### config.mk
export PLATFORM = sky130hd
export DESIGN_NAME = axi_lsu_router_flat
export DESIGN_NICKNAME = d
export VERILOG_FILES = /design/src/rtl/axi_lsu_router_if.sv /design/src/rtl/axi_lsu_router.sv /design/src/flat_wrapper.sv
export SDC_FILE = /design/constraint.sdc
export NUM_CORES = 1
export LEC_CHECK = 0
export ABC_AREA = 1
export CAP_MARGIN = 10
export CORE_AREA = 8 8 217 219
export DETAILED_ROUTE_END_ITERATION = 6
export DIE_AREA = 0 0 225 227
export DONT_BUFFER_PORTS = 1
export MAX_ROUTING_LAYER = met4
export PLACE_DENSITY = 0.33
export SLEW_MARGIN = 20
export SYNTH_ARGS = -nofsm -noshare
export SYNTH_HDL_FRONTEND = slang
export SYNTH_SLANG_ARGS = --single-unit
### constraint.sdc
create_clock -name clk -period 2.6 [get_ports clk]
set_clock_uncertainty 0.15 [all_clocks]
set_input_delay 0.52 -clock clk [delete_from_list [all_inputs] [get_ports clk]]
set_output_delay 0.52 -clock clk [all_outputs]
set_load 0.01 [all_outputs]
### src/rtl/axi_lsu_router_if.sv
// axi_lsu_router bus types and port bundle.
// Payload structs for the LSU AXI port plus the interface that groups the
// master-side and slave-side buses of the router.

package axi_lsu_router_pkg;

  localparam int unsigned AXI_ID_W   = 4;
  localparam int unsigned AXI_ADDR_W = 32;
  localparam int unsigned AXI_DATA_W = 32;
  localparam int unsigned AXI_LEN_W  = 8;
  localparam int unsigned AXI_STRB_W = AXI_DATA_W / 8;

  // Master-to-slave direction: AW, W, AR requests and B/R readies.
  typedef struct packed {
    logic [AXI_ID_W-1:0]   awid;
    logic [AXI_ADDR_W-1:0] awaddr;
    logic [AXI_LEN_W-1:0]  awlen;
    logic [2:0]            awsize;
    logic [1:0]            awburst;
    logic                  awvalid;
    logic [AXI_DATA_W-1:0] wdata;
    logic [AXI_STRB_W-1:0] wstrb;
    logic                  wlast;
    logic                  wvalid;
    logic                  bready;
    logic [AXI_ID_W-1:0]   arid;
    logic [AXI_ADDR_W-1:0] araddr;
    logic [AXI_LEN_W-1:0]  arlen;
    logic [2:0]            arsize;
    logic [1:0]            arburst;
    logic                  arvalid;
    logic                  rready;
  } s_axi_mosi_t;

  // Slave-to-master direction: request readies and B/R responses.
  typedef struct packed {
    logic                  awready;
    logic                  wready;
    logic [AXI_ID_W-1:0]   bid;
    logic [1:0]            bresp;
    logic                  bvalid;
    logic                  arready;
    logic [AXI_ID_W-1:0]   rid;
    logic [AXI_DATA_W-1:0] rdata;
    logic [1:0]            rresp;
    logic                  rlast;
    logic                  rvalid;
  } s_axi_miso_t;

endpackage

interface axi_lsu_router_if;
  import axi_lsu_router_pkg::*;

  s_axi_mosi_t       mst_axi_mosi_i;
  s_axi_miso_t       mst_axi_miso_o;
  s_axi_mosi_t [1:0] slv_axi_mosi_o;
  s_axi_miso_t [1:0] slv_axi_miso_i;

  // Router side of the bundle.
  modport slave (
    input  mst_axi_mosi_i,
    output mst_axi_miso_o,
    output slv_axi_mosi_o,
    input  slv_axi_miso_i
  );

  // LSU master and downstream slaves side of the bundle.
  modport master (
    output mst_axi_mosi_i,
    input  mst_axi_miso_o,
    input  slv_axi_mosi_o,
    output slv_axi_miso_i
  );

endinterface

### src/rtl/axi_lsu_router.sv
// axi_lsu_router: routes the nox LSU AXI port to slave 0 (data RAM) or
// slave 1 (IROM mirror) by address. Per-direction outstanding counters pin
// responses to a single slave so R and B never interleave between slaves.
// Optional feature macro: AXI_LSU_ROUTER_DECERR_EN adds an internal DECERR
// responder for unmapped addresses; otherwise unmapped addresses go to slave 0.

module axi_lsu_router
  import axi_lsu_router_pkg::*;
#(
  parameter logic [31:0] S0_BASE  = 32'h1000_0000,
  parameter logic [31:0] S0_MASK  = 32'hFFFF_0000,
  parameter logic [31:0] S1_BASE  = 32'h8000_0000,
  parameter logic [31:0] S1_MASK  = 32'hFFFF_0000,
  parameter int unsigned MAX_OUTS = 4
) (
  input logic             clk,
  input logic             arst,
  axi_lsu_router_if.slave bus
);

  localparam int unsigned CNT_W = $clog2(MAX_OUTS + 1);
`ifdef AXI_LSU_ROUTER_DECERR_EN
  localparam int unsigned TGT_W = 2;
`else
  localparam int unsigned TGT_W = 1;
`endif

  localparam logic [CNT_W-1:0] CNT_MAX  = CNT_W'(MAX_OUTS);
  localparam logic [CNT_W-1:0] CNT_ZERO = CNT_W'(0);
  localparam logic [TGT_W-1:0] TGT_S0   = TGT_W'(0);
  localparam logic [TGT_W-1:0] TGT_S1   = TGT_W'(1);
`ifdef AXI_LSU_ROUTER_DECERR_EN
  localparam logic [TGT_W-1:0] TGT_ERR  = TGT_W'(2);
`endif

  typedef enum logic {WR_IDLE, WR_DATA} wr_state_e;

  // Address decode; slave 1 wins an overlap with slave 0.
  function automatic logic [TGT_W-1:0] decode(input logic [31:0] addr);
    if ((addr & S1_MASK) == S1_BASE) begin
      return TGT_S1;
    end else if ((addr & S0_MASK) == S0_BASE) begin
      return TGT_S0;
    end
`ifdef AXI_LSU_ROUTER_DECERR_EN
    return TGT_ERR;
`else
    return TGT_S0;
`endif
  endfunction

  wr_state_e         wr_state_q, wr_state_d;
  logic [CNT_W-1:0]  rd_cnt_q, rd_cnt_d;
  logic [CNT_W-1:0]  wr_cnt_q, wr_cnt_d;
  logic [TGT_W-1:0]  rd_tgt_q, rd_tgt_d;
  logic [TGT_W-1:0]  wr_tgt_q, wr_tgt_d;
  logic [TGT_W-1:0]  w_tgt_q, w_tgt_d;

  s_axi_mosi_t       mosi_c;
  s_axi_miso_t       miso_c;
  s_axi_mosi_t [1:0] slv_mosi_c;
  s_axi_miso_t [1:0] slv_miso_c;
  logic [TGT_W-1:0]  ar_tgt_c, aw_tgt_c, w_route_c;
  logic              ar_allow_c, aw_allow_c, w_en_c;
  logic              ar_hs_c, aw_hs_c, w_hs_c, w_last_hs_c;
  logic              r_hs_c, r_last_hs_c, b_hs_c;

`ifdef AXI_LSU_ROUTER_DECERR_EN
  logic                 err_r_act_q;
  logic [AXI_LEN_W-1:0] err_r_left_q;
  logic [AXI_ID_W-1:0]  err_r_id_q;
  logic [AXI_ID_W-1:0]  err_b_id_q;
  logic                 err_b_q;
`endif

  assign mosi_c             = bus.mst_axi_mosi_i;
  assign slv_miso_c         = bus.slv_axi_miso_i;
  assign bus.mst_axi_miso_o = miso_c;
  assign bus.slv_axi_mosi_o = slv_mosi_c;

  // Routing of all five channels plus next-state for counters, targets and FSM.
  always_comb begin
    for (int i = 0; i < 2; i++) begin
      slv_mosi_c[i]         = mosi_c;
      slv_mosi_c[i].arvalid = 1'b0;
      slv_mosi_c[i].awvalid = 1'b0;
      slv_mosi_c[i].wvalid  = 1'b0;
      slv_mosi_c[i].rready  = 1'b0;
      slv_mosi_c[i].bready  = 1'b0;
    end
    miso_c    = '0;
    ar_tgt_c  = decode(mosi_c.araddr);
    aw_tgt_c  = decode(mosi_c.awaddr);
    w_route_c = w_tgt_q;
    w_en_c    = 1'b0;

    // AR: only to the slave already owning outstanding reads, within budget.
    ar_allow_c = (rd_cnt_q < CNT_MAX) && ((rd_cnt_q == CNT_ZERO) || (ar_tgt_c == rd_tgt_q));
`ifdef AXI_LSU_ROUTER_DECERR_EN
    if ((ar_tgt_c == TGT_ERR) && (rd_cnt_q != CNT_ZERO)) ar_allow_c = 1'b0;
`endif
    if (ar_allow_c) begin
`ifdef AXI_LSU_ROUTER_DECERR_EN
      if (ar_tgt_c == TGT_ERR) begin
        miso_c.arready = 1'b1;
      end else
`endif
      begin
        slv_mosi_c[ar_tgt_c[0]].arvalid = mosi_c.arvalid;
        miso_c.arready                  = slv_miso_c[ar_tgt_c[0]].arready;
      end
    end
    ar_hs_c = mosi_c.arvalid & miso_c.arready;

    // R: sourced from the owner of the outstanding reads.
    if (rd_cnt_q != CNT_ZERO) begin
`ifdef AXI_LSU_ROUTER_DECERR_EN
      if (rd_tgt_q == TGT_ERR) begin
        miso_c.rvalid = err_r_act_q;
        miso_c.rid    = err_r_id_q;
        miso_c.rresp  = 2'b11;
        miso_c.rlast  = (err_r_left_q == AXI_LEN_W'(0));
      end else
`endif
      begin
        miso_c.rvalid                  = slv_miso_c[rd_tgt_q[0]].rvalid;
        miso_c.rid                     = slv_miso_c[rd_tgt_q[0]].rid;
        miso_c.rdata                   = slv_miso_c[rd_tgt_q[0]].rdata;
        miso_c.rresp                   = slv_miso_c[rd_tgt_q[0]].rresp;
        miso_c.rlast                   = slv_miso_c[rd_tgt_q[0]].rlast;
        slv_mosi_c[rd_tgt_q[0]].rready = mosi_c.rready;
      end
    end
    r_hs_c      = miso_c.rvalid & mosi_c.rready;
    r_last_hs_c = r_hs_c & miso_c.rlast;

    // AW: same allow rule as AR, and only between bursts.
    aw_allow_c = (wr_state_q == WR_IDLE) && (wr_cnt_q < CNT_MAX) &&
                 ((wr_cnt_q == CNT_ZERO) || (aw_tgt_c == wr_tgt_q));
`ifdef AXI_LSU_ROUTER_DECERR_EN
    if ((aw_tgt_c == TGT_ERR) && (wr_cnt_q != CNT_ZERO)) aw_allow_c = 1'b0;
`endif
    if (aw_allow_c) begin
`ifdef AXI_LSU_ROUTER_DECERR_EN
      if (aw_tgt_c == TGT_ERR) begin
        miso_c.awready = 1'b1;
      end else
`endif
      begin
        slv_mosi_c[aw_tgt_c[0]].awvalid = mosi_c.awvalid;
        miso_c.awready                  = slv_miso_c[aw_tgt_c[0]].awready;
      end
    end
    aw_hs_c = mosi_c.awvalid & miso_c.awready;

    // W: open during a burst, or in the AW cycle using the new target.
    if (wr_state_q == WR_DATA) begin
      w_en_c = 1'b1;
    end else if (aw_hs_c) begin
      w_en_c    = 1'b1;
      w_route_c = aw_tgt_c;
    end
    if (w_en_c) begin
`ifdef AXI_LSU_ROUTER_DECERR_EN
      if (w_route_c == TGT_ERR) begin
        miso_c.wready = 1'b1;
      end else
`endif
      begin
        slv_mosi_c[w_route_c[0]].wvalid = mosi_c.wvalid;
        miso_c.wready                   = slv_miso_c[w_route_c[0]].wready;
      end
    end
    w_hs_c      = mosi_c.wvalid & miso_c.wready;
    w_last_hs_c = w_hs_c & mosi_c.wlast;

    // B: sourced from the owner of the outstanding writes.
    if (wr_cnt_q != CNT_ZERO) begin
`ifdef AXI_LSU_ROUTER_DECERR_EN
      if (wr_tgt_q == TGT_ERR) begin
        miso_c.bvalid = err_b_q;
        miso_c.bid    = err_b_id_q;
        miso_c.bresp  = 2'b11;
      end else
`endif
      begin
        miso_c.bvalid                  = slv_miso_c[wr_tgt_q[0]].bvalid;
        miso_c.bid                     = slv_miso_c[wr_tgt_q[0]].bid;
        miso_c.bresp                   = slv_miso_c[wr_tgt_q[0]].bresp;
        slv_mosi_c[wr_tgt_q[0]].bready = mosi_c.bready;
      end
    end
    b_hs_c = miso_c.bvalid & mosi_c.bready;

    rd_cnt_d = rd_cnt_q + CNT_W'(ar_hs_c) - CNT_W'(r_last_hs_c);
    wr_cnt_d = wr_cnt_q + CNT_W'(aw_hs_c) - CNT_W'(b_hs_c);
    rd_tgt_d = ar_hs_c ? ar_tgt_c : rd_tgt_q;
    wr_tgt_d = aw_hs_c ? aw_tgt_c : wr_tgt_q;
    w_tgt_d  = aw_hs_c ? aw_tgt_c : w_tgt_q;

    wr_state_d = wr_state_q;
    case (wr_state_q)
      WR_IDLE: if (aw_hs_c && !w_last_hs_c) wr_state_d = WR_DATA;
      WR_DATA: if (w_last_hs_c) wr_state_d = WR_IDLE;
      default: wr_state_d = WR_IDLE;
    endcase
  end

  // Counters, owning targets and write FSM.
  always_ff @(posedge clk or posedge arst) begin
    if (arst) begin
      wr_state_q <= WR_IDLE;
      rd_cnt_q   <= CNT_ZERO;
      wr_cnt_q   <= CNT_ZERO;
      rd_tgt_q   <= TGT_S0;
      wr_tgt_q   <= TGT_S0;
      w_tgt_q    <= TGT_S0;
    end else begin
      wr_state_q <= wr_state_d;
      rd_cnt_q   <= rd_cnt_d;
      wr_cnt_q   <= wr_cnt_d;
      rd_tgt_q   <= rd_tgt_d;
      wr_tgt_q   <= wr_tgt_d;
      w_tgt_q    <= w_tgt_d;
    end
  end

`ifdef AXI_LSU_ROUTER_DECERR_EN
  // Error responder: arlen+1 DECERR beats per AR, one DECERR B per write burst.
  always_ff @(posedge clk or posedge arst) begin
    if (arst) begin
      err_r_act_q  <= 1'b0;
      err_r_left_q <= '0;
      err_r_id_q   <= '0;
      err_b_id_q   <= '0;
      err_b_q      <= 1'b0;
    end else begin
      if (ar_hs_c && (ar_tgt_c == TGT_ERR)) begin
        err_r_act_q  <= 1'b1;
        err_r_left_q <= mosi_c.arlen;
        err_r_id_q   <= mosi_c.arid;
      end else if (r_hs_c && (rd_tgt_q == TGT_ERR)) begin
        if (err_r_left_q == AXI_LEN_W'(0)) err_r_act_q <= 1'b0;
        else err_r_left_q <= err_r_left_q - AXI_LEN_W'(1);
      end
      if (aw_hs_c && (aw_tgt_c == TGT_ERR)) err_b_id_q <= mosi_c.awid;
      if (w_last_hs_c && (w_route_c == TGT_ERR)) begin
        err_b_q <= 1'b1;
      end else if (b_hs_c && (wr_tgt_q == TGT_ERR)) begin
        err_b_q <= 1'b0;
      end
    end
  end
`endif

endmodule

### src/flat_wrapper.sv
// flat-port wrapper written by rule: the top's interface ports become plain ports
module axi_lsu_router_flat import axi_lsu_router_pkg::*;
#(
  parameter logic [31:0] S0_BASE  = 32'h1000_0000,
  parameter logic [31:0] S0_MASK  = 32'hFFFF_0000,
  parameter logic [31:0] S1_BASE  = 32'h8000_0000,
  parameter logic [31:0] S1_MASK  = 32'hFFFF_0000,
  parameter int unsigned MAX_OUTS = 4
)
  (clk, arst, bus_mst_axi_mosi_i, bus_mst_axi_miso_o, bus_slv_axi_mosi_o, bus_slv_axi_miso_i);
  axi_lsu_router_if bus_i ();
  input logic clk;
  input logic arst;
  input wire logic [$bits(bus_i.mst_axi_mosi_i)-1:0] bus_mst_axi_mosi_i;
  output wire logic [$bits(bus_i.mst_axi_miso_o)-1:0] bus_mst_axi_miso_o;
  output wire logic [$bits(bus_i.slv_axi_mosi_o)-1:0] bus_slv_axi_mosi_o;
  input wire logic [$bits(bus_i.slv_axi_miso_i)-1:0] bus_slv_axi_miso_i;
  assign bus_i.mst_axi_mosi_i = bus_mst_axi_mosi_i;
  assign bus_mst_axi_miso_o = bus_i.mst_axi_miso_o;
  assign bus_slv_axi_mosi_o = bus_i.slv_axi_mosi_o;
  assign bus_i.slv_axi_miso_i = bus_slv_axi_miso_i;
  axi_lsu_router #(.S0_BASE(S0_BASE), .S0_MASK(S0_MASK), .S1_BASE(S1_BASE), .S1_MASK(S1_MASK), .MAX_OUTS(MAX_OUTS)) u_core (.clk(clk), .arst(arst), .bus(bus_i));
endmodule
==> metrics <==
fin util=about 6.7%; crit-path max cell delay=about 0.37 ns; vias in the first global route=2798; TritonRoute pass-1 iters=4; final cell count without fillers=between 900 and 1k; worst IR drop on VDD=0.2286 mV; CTS Sinks=10; r2r endpoint=u_core.rd_cnt_q[2]; Area growth, synth to finish=-24.83%; RSZ-0062 raised after global routing=true; metal1 wirelength=roughly 4.7 mm; routability cong.=just over 0.8; fmax=0.3921 GHz; Register-to-Register Path Depth=11; Post-Syn Nets=around 900; CP max-delay cell=fa_2; Tcrit/Tclk final=around 98%; gr usage total=roughly 5.3%; Synth area leader=buf_4; Fin. Hold Viols=0; total power=approximately 1.6 mW; cell count after placement=between 900 and 1k; final setup vio count=0; synth top area cells=buf_4 52%, nand2_1 20%, inv_1 7.2%; Die X=about 230 um; worst-path fanout max=3; reg2reg start=u_core.rd_cnt_q[1]; routed vias=between 2k and 3k; final wirelength=about 15 mm; outcome=completed; Detailed Place HPWL=between 10 and 15 mm; register area share after synthesis=6.441%; average wire per standard cell=15.07 um; MaxCap Viol Count=0; die area=0.05108 mm^2; initial core utilization=8.902%; ratio of total power to cell area=557.6 mW/mm^2; post-synthesis cell area=around 0.0039 mm^2; CP Data Required Time=between 2 and 3 ns; Hold WS=0.03469 ns; Worst Slack Setup Final=roughly 0.050 ns; CP Capture Type=flip-flop; Cells after Synth=roughly 650; fin nets=around 650; Yosys warning total=0; Post-synth ARST share=100.0%; worst-margin pin slew=0.4654 ns; Yosys top cell area share=a little over half; Post-synth EDFFs=0; Unique masters post-synth=32; crit start category=input port; Via-to-Cell Ratio=2.627; H-tree depth=1; pre-CTS setup slack=-0.2918 ns; worst hold path type=input port to asynchronous set/reset pin; antenna-violating nets left=0; first-pass GRT wire length=roughly 19 mm; fin crit period=2.550 ns; met2 routed WL=a little under 7 mm; reg2reg setup slack=0.05 ns; Clock Latency Late Sink=0.24 ns; leak pwr=between 1.5 and 2 nW; core area=roughly 0.044 mm^2; area after detailed placement=between 0.002 and 0.003 mm^2; #FFs+latches synth=10; cells along the critical path=nor2_1, nand2_4, nor4_4, nand2_2, or2_0, o21ai_1, nor2_2, nand2_1, inv_1, ha_2, fa_2, xnor2_2, xor2_1; Sum Neg Setup Slack=0 ns; # IOs=approximately 570; # DRC=0; Final Instance Area=between 0.002 and 0.003 mm^2; layout cells sized above 1=approximately 17%; largest net degree at the start of global routing=22; final slew viol count=0; Crit Path Class=input port to flip-flop; Slew headroom=68.94%; Met3 Wirelength=about 2.5 mm; CTS tree=built; syn avg cell area=between 5 and 6 um^2; GRT overflow=0; CTS Root Cell=clkbuf_16; row cnt=just under 80; Synth Flop Type=dfrtp_1; die height=between 200 and 250 um; Top Layer Used=met4; commonest cells in the synthesized netlist=270 x buf_4, 211 x nand2_1, 75 x inv_1; initial antenna violation count=1; Clock Tree Buf Depth=2; top-count cell post-synth=buf_4; Clk pin slew, worst setup/hold paths=about 0.04 ns; port bufs=0; DR iter-0 viols=47; critical path arrival=2.52 ns; CTS Buf Count=3
-- kinds of logic (layout without fill, tap and decap cells) --
kind of cell               count (synthesis)  after routing  synth area share [%]
AOI/OAI and AO/OA                          7              7                0.9985
xor gates and xnor gates                   4              4                0.9019
adders and majority gates                  6              6                 2.319
buffers and inverters                    363            106                 61.22
DFF                                       10             10                 6.441
other                                      0              1                     0
and+or+nand+nor                          263            263                 28.12
-- worst max-delay path: cells and delay by family --
family	cells	cell delay (ns)
buffers and inverters	1	0.05
and+or+nand+nor	7	1.00
xor gates and xnor gates	2	0.30
AOI/OAI and AO/OA	1	0.09
adders and majority gates	2	0.54
-- cells in the final DEF, fill, tap and decap left out, types with 4 or more instances in the layout --
cell     instances
buf_6            5
nor3_1           4
nor2_1          19
nand3_1          4
nand2_2          7
nand2_1        206
buf_4           18
inv_2            4
nor4_1           4
inv_1           71
dfrtp_1          8
-- worst max-delay path by stage --
stage | start | cells after the start | end | slack [ns]
3_5_place_dp | u_core.rd_cnt_q[2] | 11 | u_core.rd_cnt_q[2] | -0.29
5_1_grt | bus_mst_axi_mosi_i[42] | 13 | u_core.rd_cnt_q[2] | -0.14
3_3_place_gp | u_core.rd_cnt_q[2] | 11 | u_core.rd_cnt_q[2] | -0.24
2_1_floorplan | bus_mst_axi_mosi_i[45] | 13 | u_core.rd_cnt_q[2] | 0.07
4_1_cts | u_core.rd_cnt_q[1] | 11 | u_core.rd_cnt_q[2] | 0.008
6_report | bus_mst_axi_mosi_i[42] | 13 | u_core.rd_cnt_q[2] | 0.05
-- state kept, by name, indices dropped and copies added (netlist names) --
signal,flops
u_core.w_tgt_q,1
u_core.rd_tgt_q,1
u_core.wr_tgt_q,1
u_core.wr_state_q,1
u_core.rd_cnt_q,3
u_core.wr_cnt_q,3
-- metal layers --
layer	track usage, %	vias up
met1	4.463	1052
met2	8.989	361
met4	2.680	0
met3	3.633	59
li1	-	1126
met5	-	-
-- timing repair --
action,CTS,global route
hold buffers,0,0
pin swaps,2,9
endpoints found under the setup margin,6,8
resized for setup,10,23
buffers inserted,0,3
-- layout make-up --
| type | count | area, um^2 |
|---|---|---|
| Sequential cell | 10 | 252.7 |
| Inverter | 79 | 301.5 |
| Antenna cell | 1 | 2.502 |
| Tap cell | 592 | 740.7 |
| Fill cell | 5232 | 40720 |
| Multi-Input combinational cell | 280 | 1343 |
| Timing Repair Buffer | 23 | 191.4 |
| Clock buffer | 4 | 88.84 |
-- power breakdown --
group | total [mW] | switching (mW) | internal, mW
logic | 1.02 | 0.678 | 0.338
clock network | 0.306 | 0.0745 | 0.232
registers | 0.306 | 0.0798 | 0.226
Power figures use the tool's default switching activity.
